--- src/rtl/inst_fetch.sv ---
// Instruction fetch stage: one word read per accepted PC over a req/gnt + rvalid
// memory port, result handed to decode with valid/ready; flush kills the fetch.
module inst_fetch #(
  parameter int unsigned ADDR_W = 32,
  parameter int unsigned DATA_W = 32
) (
  input  logic              clk,
  input  logic              reset,
  input  logic [ADDR_W-1:0] pc,
  input  logic              flush,
  output logic              pcStall,
  output logic              memReq,
  output logic [ADDR_W-1:0] memAddr,
  input  logic              memGnt,
  input  logic              memRvalid,
  input  logic [DATA_W-1:0] memRdata,
  output logic [DATA_W-1:0] inst,
  output logic [ADDR_W-1:0] instPc,
  output logic              instMisalign,
  output logic              instValid,
  input  logic              instReady,
  output logic [31:0]       fetchCount
);

  typedef enum logic [1:0] {S_IDLE, S_REQ, S_WAIT, S_FULL} state_t;

  state_t            state_q, state_d;
  logic [ADDR_W-1:0] req_pc_q, req_pc_d;
  logic              req_mis_q, req_mis_d;
  logic              discard_q, discard_d;
  logic              mem_req_q, mem_req_d;
  logic [ADDR_W-1:0] mem_addr_q, mem_addr_d;
  logic [DATA_W-1:0] inst_q, inst_d;
  logic [ADDR_W-1:0] inst_pc_q, inst_pc_d;
  logic              inst_mis_q, inst_mis_d;
  logic              inst_valid_q, inst_valid_d;
  logic [31:0]       fetch_count_q, fetch_count_d;

  always_comb begin
    state_d       = state_q;
    req_pc_d      = req_pc_q;
    req_mis_d     = req_mis_q;
    discard_d     = discard_q;
    mem_req_d     = mem_req_q;
    mem_addr_d    = mem_addr_q;
    inst_d        = inst_q;
    inst_pc_d     = inst_pc_q;
    inst_mis_d    = inst_mis_q;
    inst_valid_d  = inst_valid_q;
    fetch_count_d = fetch_count_q;
    case (state_q)
      S_IDLE: begin
        if (!flush) begin
          req_pc_d   = pc;
          req_mis_d  = |pc[1:0];
          mem_addr_d = {pc[ADDR_W-1:2], 2'b00};
          mem_req_d  = 1'b1;
          state_d    = S_REQ;
        end
      end
      S_REQ: begin
        // A flushed request is still carried to completion; its data is dropped later.
        if (flush) discard_d = 1'b1;
        if (memGnt) begin
          mem_req_d = 1'b0;
          state_d   = S_WAIT;
        end
      end
      S_WAIT: begin
        if (memRvalid) begin
          if (discard_q || flush) begin
            discard_d = 1'b0;
            state_d   = S_IDLE;
          end else begin
            inst_d       = memRdata;
            inst_pc_d    = req_pc_q;
            inst_mis_d   = req_mis_q;
            inst_valid_d = 1'b1;
            state_d      = S_FULL;
          end
        end else if (flush) begin
          discard_d = 1'b1;
        end
      end
      S_FULL: begin
        if (flush) begin
          inst_valid_d = 1'b0;
          state_d      = S_IDLE;
        end else if (instReady) begin
          inst_valid_d  = 1'b0;
          fetch_count_d = fetch_count_q + 32'd1;
          state_d       = S_IDLE;
        end
      end
      default: state_d = S_IDLE;
    endcase
  end

  always_ff @(posedge clk) begin
    if (reset) begin
      state_q       <= S_IDLE;
      req_pc_q      <= '0;
      req_mis_q     <= 1'b0;
      discard_q     <= 1'b0;
      mem_req_q     <= 1'b0;
      mem_addr_q    <= '0;
      inst_q        <= '0;
      inst_pc_q     <= '0;
      inst_mis_q    <= 1'b0;
      inst_valid_q  <= 1'b0;
      fetch_count_q <= '0;
    end else begin
      state_q       <= state_d;
      req_pc_q      <= req_pc_d;
      req_mis_q     <= req_mis_d;
      discard_q     <= discard_d;
      mem_req_q     <= mem_req_d;
      mem_addr_q    <= mem_addr_d;
      inst_q        <= inst_d;
      inst_pc_q     <= inst_pc_d;
      inst_mis_q    <= inst_mis_d;
      inst_valid_q  <= inst_valid_d;
      fetch_count_q <= fetch_count_d;
    end
  end

  assign pcStall      = (state_q != S_IDLE) | flush;
  assign memReq       = mem_req_q;
  assign memAddr      = mem_addr_q;
  assign inst         = inst_q;
  assign instPc       = inst_pc_q;
  assign instMisalign = inst_mis_q;
  assign instValid    = inst_valid_q;
  assign fetchCount   = fetch_count_q;

endmodule
--- config.mk ---
export PLATFORM = sky130hd
export DESIGN_NAME = inst_fetch
export DESIGN_NICKNAME = d
export VERILOG_FILES = /design/src/rtl/inst_fetch.sv
export SDC_FILE = /design/constraint.sdc
export NUM_CORES = 1
export LEC_CHECK = 0
export ABC_AREA = 1
export CAP_MARGIN = 20
export CORE_MARGIN = 5
export CORE_UTILIZATION = 25
export CTS_CLUSTER_DIAMETER = 100
export DETAILED_ROUTE_END_ITERATION = 10
export DONT_BUFFER_PORTS = 1
export HOLD_SLACK_MARGIN = 0.08
export SLEW_MARGIN = 15
export SYNTH_ARGS = -nofsm -noshare
export SYNTH_HDL_FRONTEND = slang
export SYNTH_SLANG_ARGS = --single-unit
--- constraint.sdc ---
create_clock -name clk -period 1.52 [get_ports clk]
set_clock_uncertainty 0.15 [all_clocks]
set_input_delay 0.152 -clock clk [delete_from_list [all_inputs] [get_ports clk]]
set_output_delay 0.152 -clock clk [all_outputs]
set_load 0.01 [all_outputs]
# Word level (Yosys, flattened, before mapping)
# Cells that the tools add are included.
# word_totals
output_inout_bits	132
word_cells	57
regBits	165
inputBits	70
# op_classes
n_eq_ne	9
muxes	19
n_reduce_logical	14
add_sub_neg	1
bitwise_logic	3
# op_table
cell	count
$add A32 B1 Y32 const B	1
$mux W2	6
$mux W1	9
$reduce_and A3 Y1	3
$ne A2 B2 Y1 const B	4
$pmux W2 S4	1
$reduce_and A4 Y1	2
$reduce_bool A2 Y1	4
$ne A3 B3 Y1 const B	2
$pmux W1 S2	3
$eq A2 B2 Y1 const B	2
$reduce_and A2 Y1	2
$eq A2 B1 Y1 const B	1
$logic_not A2 Y1	1
$not A1 Y1	2
$reduce_or A2 Y1	1
$logic_or A1 B1 Y1	1
$or A1 B1 Y1	1

# Longest topological paths before layout
# depth
depth_word	4
mapped_depth	9
mapped_depth_nobuf	9

# Worst setup path before layout
# No wires, ideal clock.
# synth_path
path_type	register to register
from	register fetch_count_q[0] (netlist: fetchCount[0])
to	register fetch_count_q[22] (netlist: fetchCount[22])
setup_time_ns	0.128
n_path_buf	0
period_less_slack_ns	1.573
arrival_ns	1.295
stages_incl_launch_ff	9
path_slack_ns	-0.053
required_time_ns	1.242
path_cell_list	dfxtp_1 ha_1 nand3_1 inv_1 nand3b_1 nor2_1 nand3_1 nand2_1 nor2_1
# synth_between
elab_chain_len	1
# synth_lines
element	line	rtl
start, declared	37	logic [31:0] fetch_count_q, fetch_count_d;
start signal, assigned	123	fetch_count_q <= fetch_count_d;
$add A32 B1 Y32	91	fetch_count_d = fetch_count_q + 32'd1;
# Every way passes these cells.
# A chain may end at the register's enable or synchronous reset.

# Worst setup path after layout
# layout_path
from	register discard_q
to	register inst_q[7] (netlist: inst[7])
# layout_between
elab_chain_len	3
# layout_lines
element	line	rtl
start, declared	30	logic discard_q, discard_d;
start signal, assigned	116	discard_q <= discard_d;
$logic_or A1 B1 Y1	71	if (discard_q || flush) begin
$not A1 Y1 (no source line)	n/a	
$reduce_and A3 Y1 (no source line)	n/a	
end signal, assigned	119	inst_q <= inst_d;
end, declared	33	logic [DATA_W-1:0] inst_q, inst_d;
# Every way passes these cells.

==> impl_metrics.csv <==
group,metric,value,unit
cts,ctsRootBufferMaster,"sky130_fd_sc_hd__clkbuf_16",
pwr,cell_internal_pwr,8.12,mW
cts,cts_htree_levels,4,
sta,max_clock_freq,0.641,GHz
drt,routed_via_density,4.54,
place,numPortBuffers,0,
synth,seq_area_frac_synth,48.1,%
sta,finalWorstPathRequiredPeriod,1.56,ns
drt,antenna_violating_nets_post_route,0,
setup_path,worst-path-max-fanout,14,
pwr,share_comb_of_total_power,20.5,%
setup_path,cp_cell_sequence,"or2_4 > nor2_4 > nand2_4 > buf_6 > buf_12 > o21ai_1 > nor2_1",
place,hpwl,12300,µm
pwr,net-switching-power,3.53,mW
pwr,fin_total_pwr,11.6,mW
pwr,vdd_ir_drop_max,0.000647,V
finish,areaGrowthSynthToFinish,48.4,%
floorplan,rows,54,
sta,hold_slack,-0.158,ns
synth,ys_warn_count,0,
sta,setup_tns,-0.103,ns
sta,endpoints_failing_setup,9,
sta,finalMaxSlewViolations,0,
setup_path,cp.required,1.67,ns
drt,drc_errors,0,
sta,grt_setup_unrepaired,"true",
place,pre_cts_slack,-0.230,ns
cts,tritoncts,"yes",
finish,multi_input_area,2800,µm²
flow_run,maxCapViolCount,0,
finish,final_cell_area,8330,µm²
sta,finalHoldViolations,4,
place,postPlaceCellArea,6250,µm²
finish,finalNonFillerCells,1178,
global_route,global_route.usage.total,14.2,%
drt,routed-via-count,5348,
sta,max_slew.worst_pin.slew,0.850,ns
setup_path,timing.critical_path.arrival,1.71,ns
pwr,p_clk_share,39.0,%
cts,tritoncts.num_buffers,17,
synth,main_combinational_cell_family_by_area_after_synthesis,"simple AND/OR/NAND/NOR gates",
drt,routedWlPerCell,16.4,µm
floorplan,die_x,160,µm
setup_path,reg2reg_slack,-0.04,ns
finish,final_core_utilization,38.0,%
global_route,grt_max_degree,66,
finish,n_fill_cell,2199,
cts,clkSinkCount,135,
sta,timing.final.ws_setup,-0.0400,ns
status,run_status,"complete, but fails checks",
synth,synth_cells,769,
pwr,p_leak,3.29,nW
floorplan,die_area,25600,µm²
drt,drt_first_pass_iters,4,
pwr,netSwitchingFraction,30.3,%
drt,detail_route.iter0.violations,270,
synth,synth_simple_gate_area_share,28.7,%
setup_path,setup.worst_path.class,"flip-flop to flip-flop",
floorplan,floorplan.die.height,160,µm
finish,number_of_antenna_diodes,0,
synth,yosys-mux-area-fraction,0,%
finish,net_total_in_the_final_layout,958,
place,instance_count_after_placement_with_tap_cells_included,1063,
global_route,first_global_vias,5195,
setup_path,cp_slowest_stage_delay,0.31,ns
hold_path,tightest_hold_check_type,"input pin to flip-flop",
finish,drive_above_1_share,27.5,%
setup_path,slowest_stage,"sky130_fd_sc_hd__dfxtp_1",
pwr,power_frac_seq,40.5,%
global_route,globalRoute.totalOverflow,0,
sta,timing.final.crit_share,103,%
synth,syn_area_per_cell,7.31,µm²
finish,regArea,2740,µm²
floorplan,floorplan.io_pins,202,
cts,clk-insertion-delay-late,0.41,ns
synth,cell_area_after_synthesis,5620,µm²
cts,worst_setup_hold_path_clk_slew,0.06,ns
synth,synth-compound-area-share,12.4,%
place,gp_routability_congestion,0.781,
synth,post_synth_fa_ha_maj_area_fraction,0.223,%
pwr,power-per-cell-area,1400,nW/µm²
floorplan,start_util,25.6,%
synth,synth_xor_xnor_area_share,0.468,%
cts,clock_path_buffers,2,
global_route,grt_pass1_wl,29100,µm
sta,timing.slew.headroom,43.2,%
global_route,antenna_found_initial,0,
setup_path,start_kind,"flip-flop",
synth,netlist-cell-type-count,34,
setup_path,worst_setup_path_end_kind,"flip-flop",
synth,postSynthRegisterBits,135,
status,failing_checks,"negative hold slack, negative setup slack",
drt,routed_wirelength,19300,µm
floorplan,floorplan.core_area,22000,µm²
[timing repair]
item	4_1_cts	5_1_grt
cloned	3	3
endpoints found under the hold margin	130	8
buffers inserted	8	3
hold buffers	66	2
pin swaps	8	27
setup endpoints to repair	100	123
resized for setup	76	119
[placed cells by master (no fill, tap or decap), types with 10 or more instances in the layout]
master                            n
sky130_fd_sc_hd__nand2_1         69
sky130_fd_sc_hd__nor2_1         215
sky130_fd_sc_hd__buf_6           10
sky130_fd_sc_hd__o21ai_0         57
sky130_fd_sc_hd__inv_1           33
sky130_fd_sc_hd__clkbuf_16       20
sky130_fd_sc_hd__nor2_2          18
sky130_fd_sc_hd__nor2_4          20
sky130_fd_sc_hd__nand4_1         13
sky130_fd_sc_hd__dlygate4sd3_1   68
sky130_fd_sc_hd__nand3_2         13
sky130_fd_sc_hd__nand3_1         17
sky130_fd_sc_hd__dfxtp_1        121
sky130_fd_sc_hd__o21ai_2         24
sky130_fd_sc_hd__a21oi_1         18
sky130_fd_sc_hd__buf_4           72
sky130_fd_sc_hd__o21ai_1         23
[cell usage after synthesis]
master	instances	area, µm²
sky130_fd_sc_hd__clkbuf_1	19	71.3
sky130_fd_sc_hd__o21a_1	3	22.5
sky130_fd_sc_hd__o21ba_2	1	10.0
sky130_fd_sc_hd__nand3_2	2	20.0
sky130_fd_sc_hd__nor2_1	244	916
sky130_fd_sc_hd__ha_1	1	12.5
sky130_fd_sc_hd__nor2_4	4	45.0
sky130_fd_sc_hd__buf_6	1	11.3
sky130_fd_sc_hd__a31oi_1	2	12.5
sky130_fd_sc_hd__inv_1	37	139
sky130_fd_sc_hd__conb_1	1	3.75
sky130_fd_sc_hd__nand2_2	2	12.5
sky130_fd_sc_hd__inv_2	2	7.51
sky130_fd_sc_hd__xor2_1	2	17.5
sky130_fd_sc_hd__buf_2	7	35.0
sky130_fd_sc_hd__o21bai_1	2	15.0
sky130_fd_sc_hd__xnor2_1	1	8.76
sky130_fd_sc_hd__o21ai_1	6	30.0
sky130_fd_sc_hd__nand4_1	13	81.3
sky130_fd_sc_hd__dfxtp_1	135	2700
sky130_fd_sc_hd__nor2_2	4	25.0
sky130_fd_sc_hd__or2_1	1	6.26
sky130_fd_sc_hd__nand2_1	80	300
sky130_fd_sc_hd__nor3_1	4	20.0
sky130_fd_sc_hd__and3_1	1	6.26
sky130_fd_sc_hd__nand3_1	30	150
sky130_fd_sc_hd__nand3b_1	1	7.51
sky130_fd_sc_hd__a211oi_1	1	7.51
sky130_fd_sc_hd__a21oi_1	21	105
sky130_fd_sc_hd__clkinv_1	1	3.75
sky130_fd_sc_hd__buf_4	39	293
sky130_fd_sc_hd__o21ai_0	99	495
sky130_fd_sc_hd__nor2_8	1	20.0
sky130_fd_sc_hd__buf_1	1	3.75
[final cells by class]
cell class / instances / share of cell area [%]
Timing Repair Buffer: 164 / 19.7
Tap cell: 280 / 4.20
Inverter: 40 / 1.97
Clock buffer: 19 / 5.31
Clock inverter: 11 / 2.37
Sequential cell: 135 / 32.8
Multi-Input combinational cell: 529 / 33.6
[final timing paths]
path | from | endpoint | depth (start not counted)
worst max-delay path | discard_q$_SDFFE_PP0P_ | inst[7]$_SDFFE_PP0P_ | 7
worst min-delay path | flush | state_q[1]$_SDFFE_PP0P_ | 3
worst max register to register | discard_q$_SDFFE_PP0P_ | inst[7]$_SDFFE_PP0P_ | 7
worst min register to register | req_pc_q[1]$_SDFFE_PP0P_ | req_pc_q[1]$_SDFFE_PP0P_ | 2
[logic make-up after synthesis]
| family | after synthesis |
|---|---|
| other | 1 |
| xor gates and xnor gates | 3 |
| and+or+nand+nor | 387 |
| DFF | 135 |
| buffers and inverters | 107 |
| adders and majority gates | 1 |
| AOI/OAI and AO/OA | 135 |
[worst max-delay path: cells and delay by family, from the launching register on]
kind,cells,cell delay [ns]
flip-flops,1,0.31
buffers and inverters,2,0.32
AO/OA/AOI/OAI,1,0.14
AND/OR/NAND/NOR,4,0.53
[metal layers]
metal  track usage, %  share of wire (%)  vias up  wire length (µm)
met2             24.4                 48      169              9320
met5                0                  0        -                 0
met1             15.8                 42     2495              8030
li1                 -                  -     2677                 -
met3             6.96                9.6        7              1860
met4             3.29               0.59        0               115
[power groups by stage]
stage	sequential, mW	combinational (mW)	clock [mW]
2_1_floorplan	4.42	1.47	0
3_3_place_gp	4.72	1.54	0
3_5_place_dp	4.73	1.56	0
4_1_cts	4.66	2.01	4.68
5_1_grt	4.78	2.64	4.83
6_report	4.72	2.39	4.54
[registers in the layout (all words and copies together), names as in the netlist, 2 cells and up]
| register | count |
|---|---|
| state_q | 2 |
| instPc | 32 |
| req_pc_q | 31 |
| inst | 32 |
| fetchCount | 32 |
Power figures use the tool's default switching activity.
